--- config.mk ---
export PLATFORM = sky130hd
export DESIGN_NAME = tank_motion_ctrl
export DESIGN_NICKNAME = d
export VERILOG_FILES = /design/src/rtl/tank_motion_ctrl.sv
export SDC_FILE = /design/constraint.sdc
export NUM_CORES = 1
export LEC_CHECK = 0
export CELL_PAD_IN_SITES_DETAIL_PLACEMENT = 0
export CELL_PAD_IN_SITES_GLOBAL_PLACEMENT = 1
export CORE_MARGIN = 2
export CORE_UTILIZATION = 30
export CTS_CLUSTER_SIZE = 24
export DETAILED_ROUTE_END_ITERATION = 12
export PLACE_DENSITY_LB_ADDON = 0.25
export SYNTH_ARGS = -nofsm -noshare
export SYNTH_HDL_FRONTEND = slang
export SYNTH_SLANG_ARGS = --single-unit
--- constraint.sdc ---
create_clock -name clk -period 4.9 [get_ports clk]
set_input_delay 0.49 -clock clk [delete_from_list [all_inputs] [get_ports clk]]
set_output_delay 0.49 -clock clk [all_outputs]
set_load 0.05 [all_outputs]
--- src/rtl/tank_motion_ctrl.sv ---
// tank_motion_ctrl: tick-paced joystick tank mover with per-axis obstacle/opponent scan and video passthrough
// Ports: clk, rst (async active-low); select_mode (1 = running, 0 = hold at spawn);
//   video timing in -> *_out registered once, plus select_out;
//   joy_x/joy_y joystick samples; op_x/op_y opponent top-left; obs_bus packed {bottom,top,right,left} rectangles;
//   xpos/ypos own top-left, direction (0 up,1 down,2 left,3 right), pos_valid commit pulse,
//   blocked_x/blocked_y axis rejected at last commit, busy while scanning.
module tank_motion_ctrl #(
  parameter int POS_W  = 10,
  parameter int CNT_W  = 24,
  parameter int DELAY  = 1000000,
  parameter int STEP   = 1,
  parameter int X_INIT = 300,
  parameter int Y_INIT = 700,
  parameter int X_MIN  = 2,
  parameter int X_MAX  = 719,
  parameter int Y_MIN  = 2,
  parameter int Y_MAX  = 702,
  parameter int TANK_W = 48,
  parameter int TANK_H = 64,
  parameter int JOY_LO = 400,
  parameter int JOY_HI = 600,
  parameter int N_OBS  = 5
) (
  input  logic                     clk,
  input  logic                     rst,
  input  logic                     select_mode,
  input  logic [10:0]              hcount,
  input  logic [9:0]               vcount,
  input  logic                     hblnk,
  input  logic                     vblnk,
  input  logic                     hsync,
  input  logic                     vsync,
  input  logic [11:0]              rgb_in,
  output logic [10:0]              hcount_out,
  output logic [9:0]               vcount_out,
  output logic                     hblnk_out,
  output logic                     vblnk_out,
  output logic                     hsync_out,
  output logic                     vsync_out,
  output logic [11:0]              rgb_out,
  output logic                     select_out,
  input  logic [POS_W-1:0]         joy_x,
  input  logic [POS_W-1:0]         joy_y,
  input  logic [POS_W-1:0]         op_x,
  input  logic [POS_W-1:0]         op_y,
  input  logic [N_OBS*4*POS_W-1:0] obs_bus,
  output logic [POS_W-1:0]         xpos,
  output logic [POS_W-1:0]         ypos,
  output logic [1:0]               direction,
  output logic                     pos_valid,
  output logic                     blocked_x,
  output logic                     blocked_y,
  output logic                     busy
);
  localparam int K_W = $clog2(N_OBS + 2);
  localparam int E_W = POS_W + 2;
  localparam logic signed [E_W-1:0] STP = E_W'(STEP);
  localparam logic signed [E_W-1:0] XL = E_W'(X_MIN);
  localparam logic signed [E_W-1:0] XH = E_W'(X_MAX);
  localparam logic signed [E_W-1:0] YL = E_W'(Y_MIN);
  localparam logic signed [E_W-1:0] YH = E_W'(Y_MAX);
  localparam logic [E_W-1:0] TW = E_W'(TANK_W);
  localparam logic [E_W-1:0] TH = E_W'(TANK_H);
  localparam logic [POS_W-1:0] J_LO = POS_W'(JOY_LO);
  localparam logic [POS_W-1:0] J_HI = POS_W'(JOY_HI);
  localparam logic [POS_W-1:0] X0 = POS_W'(X_INIT);
  localparam logic [POS_W-1:0] Y0 = POS_W'(Y_INIT);
  typedef enum logic [2:0] {HOLD, WAIT, SCAN_X, SCAN_Y, COMMIT} state_t;
  state_t state, state_nx;
  logic [CNT_W-1:0] cnt;
  logic [K_W-1:0] k;
  logic signed [E_W-1:0] dx, dy, dx_in, dy_in, sum_x, sum_y;
  logic [POS_W-1:0] op_xl, op_yl, cand_x, cand_y, x_res, y_res, cx, cy;
  logic [E_W-1:0] rl [2**K_W];
  logic [E_W-1:0] rr [2**K_W];
  logic [E_W-1:0] rt [2**K_W];
  logic [E_W-1:0] rb [2**K_W];
  logic tick, last, hit, rej_x, rej_y;
  // Scan table: static obstacles, then the latched opponent box at index N_OBS; spare slots never scanned.
  for (genvar i = 0; i < 2**K_W; i++) begin : g_rect
    if (i < N_OBS) begin : g_obs
      assign rl[i] = {2'b0, obs_bus[i*4*POS_W +: POS_W]};
      assign rr[i] = {2'b0, obs_bus[i*4*POS_W + POS_W +: POS_W]};
      assign rt[i] = {2'b0, obs_bus[i*4*POS_W + 2*POS_W +: POS_W]};
      assign rb[i] = {2'b0, obs_bus[i*4*POS_W + 3*POS_W +: POS_W]};
    end else if (i == N_OBS) begin : g_opp
      assign rl[i] = {2'b0, op_xl};
      assign rr[i] = {2'b0, op_xl} + TW;
      assign rt[i] = {2'b0, op_yl};
      assign rb[i] = {2'b0, op_yl} + TH;
    end else begin : g_nil
      assign rl[i] = '0;
      assign rr[i] = '0;
      assign rt[i] = '0;
      assign rb[i] = '0;
    end
  end
  assign tick = cnt == CNT_W'(DELAY - 1);
  assign last = k == K_W'(N_OBS);
  assign busy = state == SCAN_X || state == SCAN_Y;
  assign dx_in = joy_x < J_LO ? STP : joy_x > J_HI ? -STP : '0;
  assign dy_in = joy_y < J_LO ? STP : joy_y > J_HI ? -STP : '0;
  // Wide signed sums so a step below zero clamps to the border instead of wrapping.
  assign sum_x = $signed({2'b0, xpos}) + dx;
  assign sum_y = $signed({2'b0, ypos}) + dy;
  assign cand_x = sum_x < XL ? XL[POS_W-1:0] : sum_x > XH ? XH[POS_W-1:0] : sum_x[POS_W-1:0];
  assign cand_y = sum_y < YL ? YL[POS_W-1:0] : sum_y > YH ? YH[POS_W-1:0] : sum_y[POS_W-1:0];
  assign x_res = |dx && !rej_x ? cand_x : xpos;
  assign y_res = |dy && !rej_y ? cand_y : ypos;
  // The Y scan tests against the already resolved x, which is what makes wall sliding work.
  assign cx = state == SCAN_X ? cand_x : x_res;
  assign cy = state == SCAN_X ? ypos : cand_y;
  assign hit = {2'b0, cx} < rr[k] && {2'b0, cx} + TW > rl[k] && {2'b0, cy} < rb[k] && {2'b0, cy} + TH > rt[k];
  always_comb begin
    state_nx = state;
    case (state)
      HOLD:    state_nx = WAIT;
      WAIT:    if (tick) state_nx = |dx_in ? SCAN_X : |dy_in ? SCAN_Y : COMMIT;
      SCAN_X:  if (last) state_nx = |dy ? SCAN_Y : COMMIT;
      SCAN_Y:  if (last) state_nx = COMMIT;
      default: state_nx = WAIT;
    endcase
    if (!select_mode) state_nx = HOLD;
  end
  always_ff @(posedge clk or negedge rst) begin
    if (!rst) state <= HOLD;
    else state <= state_nx;
  end
  always_ff @(posedge clk or negedge rst) begin
    if (!rst) begin
      {hcount_out, vcount_out, hblnk_out, vblnk_out, hsync_out, vsync_out, rgb_out, select_out} <= '0;
      cnt <= '0;
      k <= '0;
      dx <= '0;
      dy <= '0;
      op_xl <= '0;
      op_yl <= '0;
      rej_x <= 1'b0;
      rej_y <= 1'b0;
      xpos <= X0;
      ypos <= Y0;
      direction <= 2'd0;
      pos_valid <= 1'b0;
      blocked_x <= 1'b0;
      blocked_y <= 1'b0;
    end else begin
      {hcount_out, vcount_out, hblnk_out, vblnk_out, hsync_out, vsync_out, rgb_out, select_out} <=
        {hcount, vcount, hblnk, vblnk, hsync, vsync, rgb_in, select_mode};
      cnt <= state == HOLD || !select_mode || tick ? '0 : cnt + 1'b1;
      pos_valid <= 1'b0;
      if (!select_mode || state == HOLD) begin
        xpos <= X0;
        ypos <= Y0;
        k <= '0;
      end else if (state == WAIT && tick) begin
        dx <= dx_in;
        dy <= dy_in;
        op_xl <= op_x;
        op_yl <= op_y;
        k <= '0;
        rej_x <= 1'b0;
        rej_y <= 1'b0;
      end else if (busy) begin
        k <= last ? '0 : k + 1'b1;
        rej_x <= rej_x | (state == SCAN_X && hit);
        rej_y <= rej_y | (state == SCAN_Y && hit);
      end else if (state == COMMIT) begin
        xpos <= x_res;
        ypos <= y_res;
        blocked_x <= rej_x;
        blocked_y <= rej_y;
        pos_valid <= 1'b1;
        if (!(|dy) && |dx && !rej_x) direction <= dx[E_W-1] ? 2'd2 : 2'd3;
        else if (!(|dx) && |dy && !rej_y) direction <= dy[E_W-1] ? 2'd0 : 2'd1;
      end
    end
  end
endmodule

# Word-level counts from Yosys, hierarchy flattened
# Index checks and enable logic that the tools add are counted.
[word_totals] ff_bits=139 input_bits=280 out_inout_bits=64 elab_cells=155
[op_classes] n_addsub=8 magnitude_cmp=13 eq_ne=11 mux=57 bitwise=6 n_reduce_logical=37
[ops] op="10-bit two-way mux" n=16
[ops] op="12-bit binary-select mux with 3-bit select" n=4
[ops] op="12-bit two-way mux" n=12
[ops] op="12-bit OR reduction" n=4
[ops] op="3-bit two-way mux" n=11
[ops] op="11-bit by 12-bit adder with 12-bit output" n=2
[ops] op="24-bit by 1-bit adder with 24-bit output (second input constant)" n=1
[ops] op="24-bit by 20-bit == test with 1-bit output (second input constant)" n=1
[ops] op="11-bit by 12-bit > comparator with 1-bit output" n=2
[ops] op="12-bit by 11-bit > comparator with 1-bit output (second input constant)" n=2
[ops] op="10-bit by 12-bit less-than comparator with 1-bit output" n=2
[ops] op="12-bit by 3-bit less-than comparator with 1-bit output (second input constant)" n=2
[ops] op="24-bit two-way mux" n=1
[ops] op="10-bit by 6-bit adder with 11-bit output (second input constant)" n=2
[ops] op="10-bit by 7-bit adder with 11-bit output (second input constant)" n=2
[ops] op="10-bit > comparator (second input constant)" n=2
[ops] op="10-bit by 9-bit less-than comparator with 1-bit output (second input constant)" n=2
[ops] op="1-bit logical AND" n=12
[ops] op="1-bit two-way mux" n=10
[ops] op="3-bit != test (second input constant)" n=3
[ops] op="3-bit case mux with 3 select lines" n=1
[ops] op="4-bit AND reduction" n=2
[ops] op="2-bit nonzero test" n=4
[ops] op="3-bit by 2-bit == test with 1-bit output (second input constant)" n=2
[ops] op="other kinds (17)" n=30

# Longest topological paths before layout
[depth] ltp_word=15 mapped_depth=24 mapped_depth_nobuf=24

# Worst setup path after synthesis
# OpenSTA, ideal clock, no wires.
[synth_path] path_kind="register -> register" from="reg ypos[2]" to="reg rej_y" setup_ns=0.083 t_arrival_ns=4.848 required_ns=4.817 setup_slack_ns=-0.032 path_stages_with_launch=21 path_buffers=0 synth_period_minus_slack_ns=4.932 cell_sequence="dfstp_2 > ha_1 > and3_4 > a211o_1 > o41a_4 > o22ai_4 > xor2_2 > or4_1 > and4bb_4 > nor2b_1 > a21oi_1 > ha_1 > o21a_1 > o21ai_0 > inv_1 > o21ai_0 > a21oi_1 > or3_1 > a311oi_1 > o211ai_2 > o22ai_1"
[synth_between] elab_chain_len=12 word_cells_on_any_way=15 cone_classes="2 x add/sub; 4 x order compare; 5 x mux; 1 x bitwise; 3 x reduce/logical"
[synth_rtl] element="from (decl)" line="48" text="output logic [POS_W-1:0] ypos,"
[synth_rtl] element="from (signal assigned)" line="169" text="ypos <= y_res;"
[synth_rtl] element="11-bit by 12-bit adder with 12-bit output" line="105" text="assign sum_y = $signed({2'b0, ypos}) + dy;"
[synth_rtl] element="12-bit by 11-bit > comparator with 1-bit output" line="107" text="assign cand_y = sum_y < YL ? YL[POS_W-1:0] : sum_y > YH ? YH[POS_W-1:0] : sum_y[POS_W-1:0];"
[synth_rtl] element="10-bit two-way mux (2 in series)" line="107"
[synth_rtl] element="10-bit two-way mux *" line="112" text="assign cy = state == SCAN_X ? ypos : cand_y;"
[synth_rtl] element="10-bit by 7-bit adder with 11-bit output or 10-bit by 12-bit less-than comparator with 1-bit output (tied branches)" line="113" text="assign hit = {2'b0, cx} < rr[k] && {2'b0, cx} + TW > rl[k] && {2'b0, cy} < rb[k] && {2'b0, cy} + TH > rt[k];"
[synth_rtl] element="11-bit by 12-bit > comparator with 1-bit output or 1-bit logical AND (tied branches)" line="113"
[synth_rtl] element="1-bit logical AND *" line="113"
[synth_rtl] element="1-bit logical AND *" line="166" text="rej_y <= rej_y | (state == SCAN_Y && hit);"
[synth_rtl] element="1-bit OR *" line="166"
[synth_rtl] element="1-bit two-way mux *" line="163" text="end else if (busy) begin"
[synth_rtl] element="1-bit two-way mux *" line="155" text="end else if (state == WAIT && tick) begin"
[synth_rtl] element="to (signal assigned)" line="166"
[synth_rtl] element="to (decl)" line="78" text="logic tick, last, hit, rej_x, rej_y;"
# Mark *: on every way between the ends. The rest lies on a longest branch, timed or not. The select of a mux whose other input is x is not followed.
# A chain may end at the register's enable or synchronous reset.

# Worst setup path after layout
[layout_path] from="reg dy[10]" to="reg rej_x"
[layout_between] elab_chain_len=12 word_cells_on_any_way=15 cone_classes="2 x add/sub; 4 x order compare; 5 x mux; 1 x bitwise; 3 x reduce/logical"
[layout_rtl] element="from (decl)" line="72" text="logic signed [E_W-1:0] dx, dy, dx_in, dy_in, sum_x, sum_y;"
[layout_rtl] element="from (signal assigned)" line="157" text="dy <= dy_in;"
[layout_rtl] element="11-bit by 12-bit adder with 12-bit output *" line="105"
[layout_rtl] element="12-bit by 11-bit > comparator with 1-bit output" line="107"
[layout_rtl] element="10-bit two-way mux" line="107"
[layout_rtl] element="10-bit two-way mux *" line="107"
[layout_rtl] element="10-bit two-way mux *" line="112"
[layout_rtl] element="10-bit by 7-bit adder with 11-bit output or 10-bit by 12-bit less-than comparator with 1-bit output (tied branches)" line="113"
[layout_rtl] element="11-bit by 12-bit > comparator with 1-bit output or 1-bit logical AND (tied branches)" line="113"
[layout_rtl] element="1-bit logical AND *" line="113"
[layout_rtl] element="1-bit logical AND *" line="165" text="rej_x <= rej_x | (state == SCAN_X && hit);"
[layout_rtl] element="1-bit OR *" line="165"
[layout_rtl] element="1-bit two-way mux *" line="163"
[layout_rtl] element="1-bit two-way mux *" line="155"
[layout_rtl] element="to (signal assigned)" line="165"
[layout_rtl] element="to (decl)" line="78"
# Marks and branches as above.

==> results.toml <==
[run_status]
outcome = "finished, final reports clean"

[route]
detail_route.vias_per_cell = 5.08
dr_total_vias = 8812
wl_per_instance_um = 19.1
route.met2.wl_um = 16300
ant_nets = 0
maxUsedRoutingLayer = "met4"
met3RoutedLength_um = 1400
dr.first_iter.drc_count = 452
drt-met1-wl_um = 15000
first_pass_iters = 5
wl_um = 33200
route.detailed.drc = 0

[logic_synthesis]
synth_nets = 1290
ys_dominant_reg_cell = "sky130_fd_sc_hd__dfrtp_1"
post-synth-top-count-cell = "sky130_fd_sc_hd__dfrtp_1"
ys_ff_latch = 119
post_synth_fa_ha_maj_area_fraction_pct = 9.24
compound_cell_area_share_of_the_yosys_netlist_pct = 18.7
post-synth-top-area-fraction_pct = 30.0
post_synth_design_cell_area_um2 = 9100
post_synth_mux_area_share_pct = 15.6
synth_top_cells_by_area = "sky130_fd_sc_hd__dfrtp_1, sky130_fd_sc_hd__mux4_2, sky130_fd_sc_hd__ha_1"
synth-seq-area-share_pct = 32.9
asyncSetResetFlopFracSynth_pct = 100
ys_warn_count = 0
yosysTopAreaCell = "sky130_fd_sc_hd__dfrtp_1"
synth_simple_gate_area_share_pct = 15.6
synth.lib_cells_used.distinct = 84
synth_xor_xnor_area_share_pct = 4.40
leading_cell_types_by_count_after_synthesis = "sky130_fd_sc_hd__dfrtp_1, sky130_fd_sc_hd__nand2_1, sky130_fd_sc_hd__nor2_1, sky130_fd_sc_hd__o21ai_0, sky130_fd_sc_hd__ha_1"
synth_enable_flop_cells = 0
postSynthAreaPerCell_um2 = 9.64
combinational_family_with_the_most_area_after_synthesis = "compound AO/OA/AOI/OAI gates"
syn-instance-count = 944

[placed_design]
io_buffers = 343
gpl.final_weighted_congestion = 0.877
place_area_um2 = 13400
dp.final_hpwl_um = 27100

[critical_path]
crit_path_end_kind = "register"
timing.setup.critical_path_class = "register to register"
worst-r2r-cell-count = 22
critPathCapture = "rej_x$_DFFE_PN0P_"
critical_path_peak_fanout = 4
rr_endpoint = "rej_x$_DFFE_PN0P_"
crit_startpoint = "dy[10]$_DFFE_PN0P_"
crit_path_start_kind = "register"
r2r_setup_slack_ns = 0.08
cp.arrival_ns = 5.16
worstPathRequired_ns = 5.24
regToRegStartpoint = "dy[10]$_DFFE_PN0P_"

[power_and_ir_drop]
clockPowerShare_pct = 44.6
switching_share_pct = 27.9
net-switching-power_uw = 857
power_per_cell_area_nw_per_um2 = 217
finalPower_uw = 3070
max-vdd-ir-drop_v = 0.000221
cellLeakagePower_uw = 0.00573
p_seq_share_pct = 33.1
cell_internal_pwr_uw = 2210
power_frac_comb_pct = 22.3

[clocking]
cts.path.max_buffers = 2
cts_hold_buffers = 0
cts_tree = "done"
clock_tree.htree_level_count = 4
cts_buffer_count = 17
clk_latency_ns = 0.43
cts.sinks = 119
root_buffer = "sky130_fd_sc_hd__clkbuf_16"
clk_pin_slew_ns = 0.07

[floorplan]
die_width_um = 178
design.portCount = 344
initial_core_util_pct = 30.5
core_um2 = 29800
rows = 63
die_height_um = 178
die_area_um2 = 31800

[sta]
report.final.slew_viol_count = 0
shortest_clock_period_the_worst_path_allows_after_layout_ns = 4.82
finalHoldViolations = 0
timing.final.crit_share_pct = 98.4
worstMarginPinSlew_ns = 1.06
unrepaired_setup_endpoints_after_global_routing = "true"
finalSetupViolations = 0
relSlewSlack_pct = 29.1
fin_setup_tns_ns = 0
worst_clock_skew_ns = 0.0137
maxClockFrequency_mhz = 207

[cells_and_area]
flow.area_growth_from_synthesis_pct = 55.8
fillerInstances = 2836
finalInstanceArea_um2 = 14200
drive_gt1_share_pct = 17.4
postLayoutCoreUtil_pct = 47.6
n_diodes = 0
finish.net_count = 1677

[global_route]
grt_pass1_wl_um = 50600
gr-total-overflow = 0
vias_in_the_first_global_route = 9023
antenna_violations_before_repair = 0
groute.usage.overall_pct = 20.7
largest_net_degree_at_the_start_of_global_routing = 76

[worst_hold_path]
timing.hold.worst.class = "primary input to asynchronous set/reset pin"

[flow_run]
max_cap_viol_count = 0
==> cells by family (layout without fill, tap and decap cells) <==
family | after synthesis | in the layout
xor+xnor | 44 | 44
fa+ha+maj | 66 | 66
mux | 88 | 88
simple gates | 289 | 289
flops | 119 | 119
compound gates | 251 | 251
buf+inv | 87 | 487
==> state kept, by name (all words and copies together) (netlist names), 2 cells and up <==
signal,cells
k,3
dx,2
xpos,10
dy,2
op_xl,10
hcount_out,11
op_yl,10
ypos,10
rgb_out,12
vcount_out,10
state,3
cnt,24
direction,2
==> what timing repair did <==
action,in CTS,in global routing
pin swaps,7,9
endpoints found under the setup margin,2,2
resized for setup,9,27
setup buffers,0,6
==> layout by cell type, fill, tap and decap left out, types with 23 or more instances in the layout <==
cell	count
sky130_fd_sc_hd__nand3_1	25
sky130_fd_sc_hd__o21ai_0	57
sky130_fd_sc_hd__mux2_2	28
sky130_fd_sc_hd__mux4_2	40
sky130_fd_sc_hd__a21oi_1	59
sky130_fd_sc_hd__dfrtp_1	105
sky130_fd_sc_hd__buf_4	65
sky130_fd_sc_hd__nor2_1	79
sky130_fd_sc_hd__xor2_1	23
sky130_fd_sc_hd__inv_1	43
sky130_fd_sc_hd__ha_1	57
sky130_fd_sc_hd__clkdlybuf4s50_1	342
sky130_fd_sc_hd__nand2_1	82
==> critical path, stage by stage (launching register included) <==
cell and delay, ns:
sky130_fd_sc_hd__dfrtp_2 0.45, sky130_fd_sc_hd__buf_4 0.15, sky130_fd_sc_hd__ha_4 0.20, sky130_fd_sc_hd__a21o_1 0.17, sky130_fd_sc_hd__a211o_1 0.34, sky130_fd_sc_hd__o41a_4 0.38, sky130_fd_sc_hd__o22ai_4 0.14, sky130_fd_sc_hd__xor2_2 0.10
sky130_fd_sc_hd__or4_4 0.54, sky130_fd_sc_hd__and4bb_4 0.21, sky130_fd_sc_hd__nor2b_1 0.15, sky130_fd_sc_hd__a21oi_2 0.14, sky130_fd_sc_hd__ha_1 0.25, sky130_fd_sc_hd__o21a_1 0.17, sky130_fd_sc_hd__o21ai_1 0.12, sky130_fd_sc_hd__inv_1 0.07
sky130_fd_sc_hd__o21ai_2 0.15, sky130_fd_sc_hd__a21oi_1 0.06, sky130_fd_sc_hd__or3_1 0.37, sky130_fd_sc_hd__a311oi_2 0.22, sky130_fd_sc_hd__buf_4 0.15, sky130_fd_sc_hd__o211ai_2 0.08, sky130_fd_sc_hd__o22ai_1 0.12
==> area by class of cell <==
| type | count | area, um^2 | area share (%) |
|---|---|---|---|
| multi-input combinational | 738 | 5930 | 41.8 |
| timing repair buffer | 410 | 3970 | 28.0 |
| sequential | 119 | 3000 | 21.1 |
| tap | 390 | 488 | 3.44 |
| clock buffer | 17 | 425 | 3.00 |
| clock inverter | 15 | 204 | 1.44 |
| inverter | 45 | 169 | 1.19 |
==> per-layer routing <==
metal	global-route usage [%]	vias to the layer above
li1	-	4291
met1	28.4	4265
met2	34.4	224
met3	3.30	32
met4	4.44	0
met5	0	-
==> worst min-delay path by stage <==
| stage | to | depth (start not counted) |
|---|---|---|
| 6_report | vcount_out[6]$_DFF_PN0_ | 1 |
| 5_1_grt | vcount_out[6]$_DFF_PN0_ | 1 |
| 4_1_cts | vcount_out[6]$_DFF_PN0_ | 1 |
| 3_5_place_dp | direction[1]$_DFFE_PN0P_ | 2 |
| 3_3_place_gp | direction[1]$_DFFE_PN0P_ | 2 |
| 2_1_floorplan | blocked_x$_DFFE_PN0P_ | 0 |
==> power by group through the flow <==
stage / Sequential, uW / Combinational (uW) / Clock, uW
2_1_floorplan: 1110 / 195 / 0
3_3_place_gp: 1030 / 664 / 0
3_5_place_dp: 1030 / 670 / 0
4_1_cts: 1020 / 677 / 1410
5_1_grt: 1020 / 741 / 1450
6_report: 1020 / 686 / 1370
==> per-stage QoR <==
stage | hold slack [ns] | instances | worst slack [ns]
floorplan | 0.194 | 944 | 0.0277
global placement | 0.464 | 1696 | -0.0660
detailed placement | 0.479 | 1696 | -0.122
CTS | 0.102 | 1728 | 0.0256
global route | 0.105 | 1734 | -0.135
finish | 0.0728 | 1734 | 0.0777
Power figures use the tool's default switching activity.
==> patch 1, RTL diff (config.mk and constraints unchanged) <==
Set the parameter `N_OBS` to 6 (it was 5).
--- a/src/rtl/tank_motion_ctrl.sv
+++ b/src/rtl/tank_motion_ctrl.sv
@@ -21,3 +21,3 @@
   parameter int JOY_HI = 600,
-  parameter int N_OBS  = 5
+  parameter int N_OBS  = 6
 ) (
Ports: changed (resized obs_bus); port bits go from 344 to 384. The function was not compared with the original's and may differ.
==> patch 1 against the unedited design <==
  * Via count is 14% higher
  * Clock skew is 4.6 ps lower
  * Power is 6.7% lower
  * Design area is 12% higher
  * Count of clock-buffer cells in the layout stayed put
  * Routed wire length is 24% higher
  * Setup slack worse by 50 ps
  * Sequential cell count stayed put
  * Area after synthesis is 8.3% higher
  * Critical path depth stayed put
  * Combinational power is 23% lower
  * Largest cell class unchanged
==> patch 1: results (changes against the unedited design) <==
Status - finished clean
CP Max Fanout - 7 (+3)
Library cells used by synthesis - 87 (+3.6%)
First-pass GRT wire length - 59900 um (+18%)
Synth area leaders - dfrtp_1, mux4_2, ha_1, mux2i_1, o21ai_0
Initial antenna violation count - 2 (+2)
WL/cell - 20.9 um (+9.0%)
DRT iter0 DRCs - 504 (+12%)
Share of cells above drive strength 1 - 21.7% (+4.3 points)
Max_slew headroom - 39.6% (+11 points)
Grt peak-use layer - met2
Final Skew - 9.14 ps (-4.56 ps)
Top cells by count, synth - dfrtp_1, nand2_1, o21ai_0
Critical Path Max Stage Delay - 520 ps (-20 ps)
Worst EP arrival - 5210 ps (+50 ps)
Wl on met1 - 18100 um (+21%)
Routability cong. - 0.862 (-1.7%)
Met1 Track Usage GR - 31.2% (+2.8 points)
Peak supply drop - 0.273 mV (+24%)
Synth warn - 0 (unchanged)
DR WL met3 - 2270 um (+62%)
Metal2 WL - 20200 um (+24%)
Highest metal layer with signal wires - met5
Cell area after layout - 0.0159 mm^2 (+12%)
Pleak - 6.38 nW (+11%)
Met3 usage - 5.66% (+2.4 points)
Register area share after synthesis - 30.3% (-2.5 points)
Comb power frac - 18.4% (-3.9 points)
IO buf count - 383 (+12%)
Vias in the first global route - 10300 (+14%)
Largest net degree at the start of global routing - 51 (-33%)
Num CTS Buffers - 17 (unchanged)
Placed cells - 1934 (+14%)
Non-Filler Instances - 1969 (+14%)
Net Count, Synth - 1416 (+9.8%)
Pwr/cell area - 180 mW/mm^2 (-17%)
Met2 usage - 38.2% (+3.8 points)
NetSw - 0.780 mW (-9.0%)
Syn avg cell area - 9.57 um^2 (-0.75%)
## patch 1: changes by cell type in the layout (fill, tap and decap cells not counted), sizes merged, moves of 17 or more
cell | unedited run | this run
buf | 68 | 137
mux2i | 20 | 63
clkdlybuf4s50 | 342 | 382
nand2 | 82 | 104
inv | 54 | 36
o211ai | 5 | 22
## patch 1: area by class of cell
class	instances	area, um^2
Clock buffer	17	425
Clock inverter	15	180
Multi-Input combinational cell	831	6780
Timing Repair Buffer	519	4880
Sequential cell	119	3000
Inverter	26	97.6
Tap cell	442	553
Fill cell	3013	16500
## patch 1: path summary, 6_finish.rpt
| path | cells after the start | endpoint | slack, ps | startpoint |
|---|---|---|---|---|
| min in group clk | 1 | rgb_out[4] | 490 | rgb_in[4] |
| max | 22 | rej_y | 30 | dy[10] |
| max reg2reg | 22 | rej_y | 30 | dy[10] |
| max in group asynchronous | 2 | hcount_out[0] | 3850 | rst |
| min | 1 | k[0] | 40 | rst |
| min reg2reg | 1 | blocked_x | 510 | blocked_x |
## patch 1: what timing repair did
item,4_1_cts,5_1_grt
gates cloned,0,0
hold buffers,0,0
endpoints found under the setup margin,2,2
setup buffers,0,3
pin swaps,1,27
gates resized for setup,16,55
## patch 1: kinds of logic after synthesis
group	synth area share, %
buffers and inverters	3.91
AOI/OAI and AO/OA	18.6
muxes	18.7
and+or+nand+nor	15.9
DFF	30.3
xor gates and xnor gates	3.99
adders and majority gates	8.63
## patch 1: per-stage QoR
| stage | setup slack (ps) | hold slack, ps |
|---|---|---|
| floorplan | 3.80 | 194 |
| finish | 28.2 | 42.5 |
| CTS | 15.5 | 38.4 |
| global placement | -141 | 490 |
| detailed placement | -225 | 492 |
| global route | -203 | 60.2 |
==> patch 2, RTL diff (same settings) <==
Without the edit above. Add an input register stage for `obs_bus`, without a reset; this delays it by one clock. The other inputs are not delayed to match.
--- a/src/rtl/tank_motion_ctrl.sv
+++ b/src/rtl/tank_motion_ctrl.sv
@@ -68,2 +68,9 @@
   typedef enum logic [2:0] {HOLD, WAIT, SCAN_X, SCAN_Y, COMMIT} state_t;
+
+  logic [N_OBS*4*POS_W-1:0] obs_bus_q;
+
+  always_ff @(posedge clk) begin
+    obs_bus_q <= obs_bus;
+  end
+
   state_t state, state_nx;
@@ -81,6 +88,6 @@
     if (i < N_OBS) begin : g_obs
-      assign rl[i] = {2'b0, obs_bus[i*4*POS_W +: POS_W]};
-      assign rr[i] = {2'b0, obs_bus[i*4*POS_W + POS_W +: POS_W]};
-      assign rt[i] = {2'b0, obs_bus[i*4*POS_W + 2*POS_W +: POS_W]};
-      assign rb[i] = {2'b0, obs_bus[i*4*POS_W + 3*POS_W +: POS_W]};
+      assign rl[i] = {2'b0, obs_bus_q[i*4*POS_W +: POS_W]};
+      assign rr[i] = {2'b0, obs_bus_q[i*4*POS_W + POS_W +: POS_W]};
+      assign rt[i] = {2'b0, obs_bus_q[i*4*POS_W + 2*POS_W +: POS_W]};
+      assign rb[i] = {2'b0, obs_bus_q[i*4*POS_W + 3*POS_W +: POS_W]};
     end else if (i == N_OBS) begin : g_opp
Check against the original RTL: same outputs for any inputs over 10 cycles, from zero or initial values and one cycle with rst low; that may be too few to reach the edited logic, so the function may still have changed.
==> patch 2 against the unedited design <==
  * First-iteration DRC count up 15%
  * Power up 100%
  * Critical path depth fell by 3
  * Area after synthesis up 47%
  * Largest cell class is now registers
  * Routed wire length grew 26%
  * Die area up 46%
  * Via count up 21%
  * Design area increased by 38%
  * Sequential cell count up 200
  * Cell count rose by 29%
  * Hold slack worse by 12 ps
  * Clock skew grew 8.2 ps
  * Setup slack got worse by 72 ps
==> patch 2: results (changes against the unedited design) <==
Wl on met1 - 18900 um (+26%)
Syn avg cell area - 11.2 um^2 (+16%)
Final core utilization - 44.5% (-3.1 points)
Num CTS Buffers - 36 (+19)
Synth area leaders - dfxtp_1, dfrtp_1, mux4_2, ha_1, a21oi_1
FFs w/ async S/R, synth - 37.3% (-63 points)
Adder-Cell Fraction of Synth Area - 6.28% (-3.0 points)
WL/cell - 18.7 um (-2.3%)
Met2 usage - 28.8% (-5.6 points)
Library cells used by synthesis - 78 (-7.1%)
Cells on worst reg2reg path - 19 (-14%)
Synth Area in XOR/XNOR - 2.68% (-1.7 points)
Pre-CTS setup slack - -71.0 ps (+51.2 ps)
DRT Pass-1 Iters - 5 (unchanged)
All-Layer GR Usage - 17.8% (-2.9 points)
Status - finished clean
Met1 Track Usage GR - 23.6% (-4.8 points)
Metal2 WL - 19400 um (+19%)
Highest metal layer with signal wires - met5
Worst EP arrival - 5350 ps (+190 ps)
CP Max Fanout - 6 (+2)
Top cells by count, synth - dfxtp_1, dfrtp_1, a21oi_1
Net Count, Synth - 1546 (+20%)
Placed cells - 2167 (+28%)
DR WL met3 - 2760 um (+98%)
Via density - 4.76 (-6.3%)
Final-stage net count - 1966 (+17%)
Largest net degree at the start of global routing - 66 (-13%)
Clock Latency Late Sink - 550 ps (+120 ps)
Largest Register - obs_bus_q
Post-synthesis compound-gate area fraction - 13.5% (-5.2 points)
Share of cells above drive strength 1 - 17.1% (-0.35 points)
Initial antenna violation count - 5 (+5)
DRT iter0 DRCs - 522 (+15%)
H-tree levels - 2 (-2)
Post-synth top area share - 29.9% (-0.045 points)
Pleak - 7.94 nW (+39%)
Critical Path Max Stage Delay - 440 ps (-100 ps)
First-pass GRT wire length - 63700 um (+26%)
Met3 usage - 5.05% (+1.7 points)
Total Wirelength - 41900 um (+26%)
DP Area - 0.0180 mm^2 (+35%)
Routability cong. - 0.870 (-0.75%)
Dpl hpwl - 32300 um (+19%)
Max reg flops - 200 (+730%)
Vias in the first global route - 10900 (+20%)
Peak supply drop - 0.239 mV (+8.0%)
Register area share after synthesis - 52.3% (+19 points)
CP max stage cell - a2111o_1
Final Skew - 21.9 ps (+8.18 ps)
-- patch 2: cell type report --
class	count	area, um^2
timing repair buffer	429	4110
sequential	319	7000
inverter	34	128
fill	4236	24500
clock buffer	44	1060
multi-input combinational	800	6280
tap	592	741
antenna	2	5.00
clock inverter	21	310
-- patch 2: final timing paths --
| kind | startpoint | end | slack, ps |
|---|---|---|---|
| max | dy[0] | rej_x | 6 |
| min | rst | hcount_out[10] | 60 |
| max reg2reg | dy[0] | rej_x | 6 |
| min reg2reg | cnt[0] | cnt[0] | 490 |
| max in group asynchronous | rst | ypos[4] | 3790 |
| min in group clk | obs_bus[38] | obs_bus_q[38] | 380 |
-- patch 2: repair_timing --
action / in CTS / in global routing
hold buffers: 0 / 0
pin swaps: 1 / 26
endpoints found under the setup margin: 2 / 2
buffers inserted: 1 / 7
gates resized for setup: 6 / 46
-- patch 2: report_power, final --
part,internal [mW],switching [mW]
sequential,2.71,0.0326
clock,1.92,1.15
combinational,0.283,0.193
total,4.91,1.38
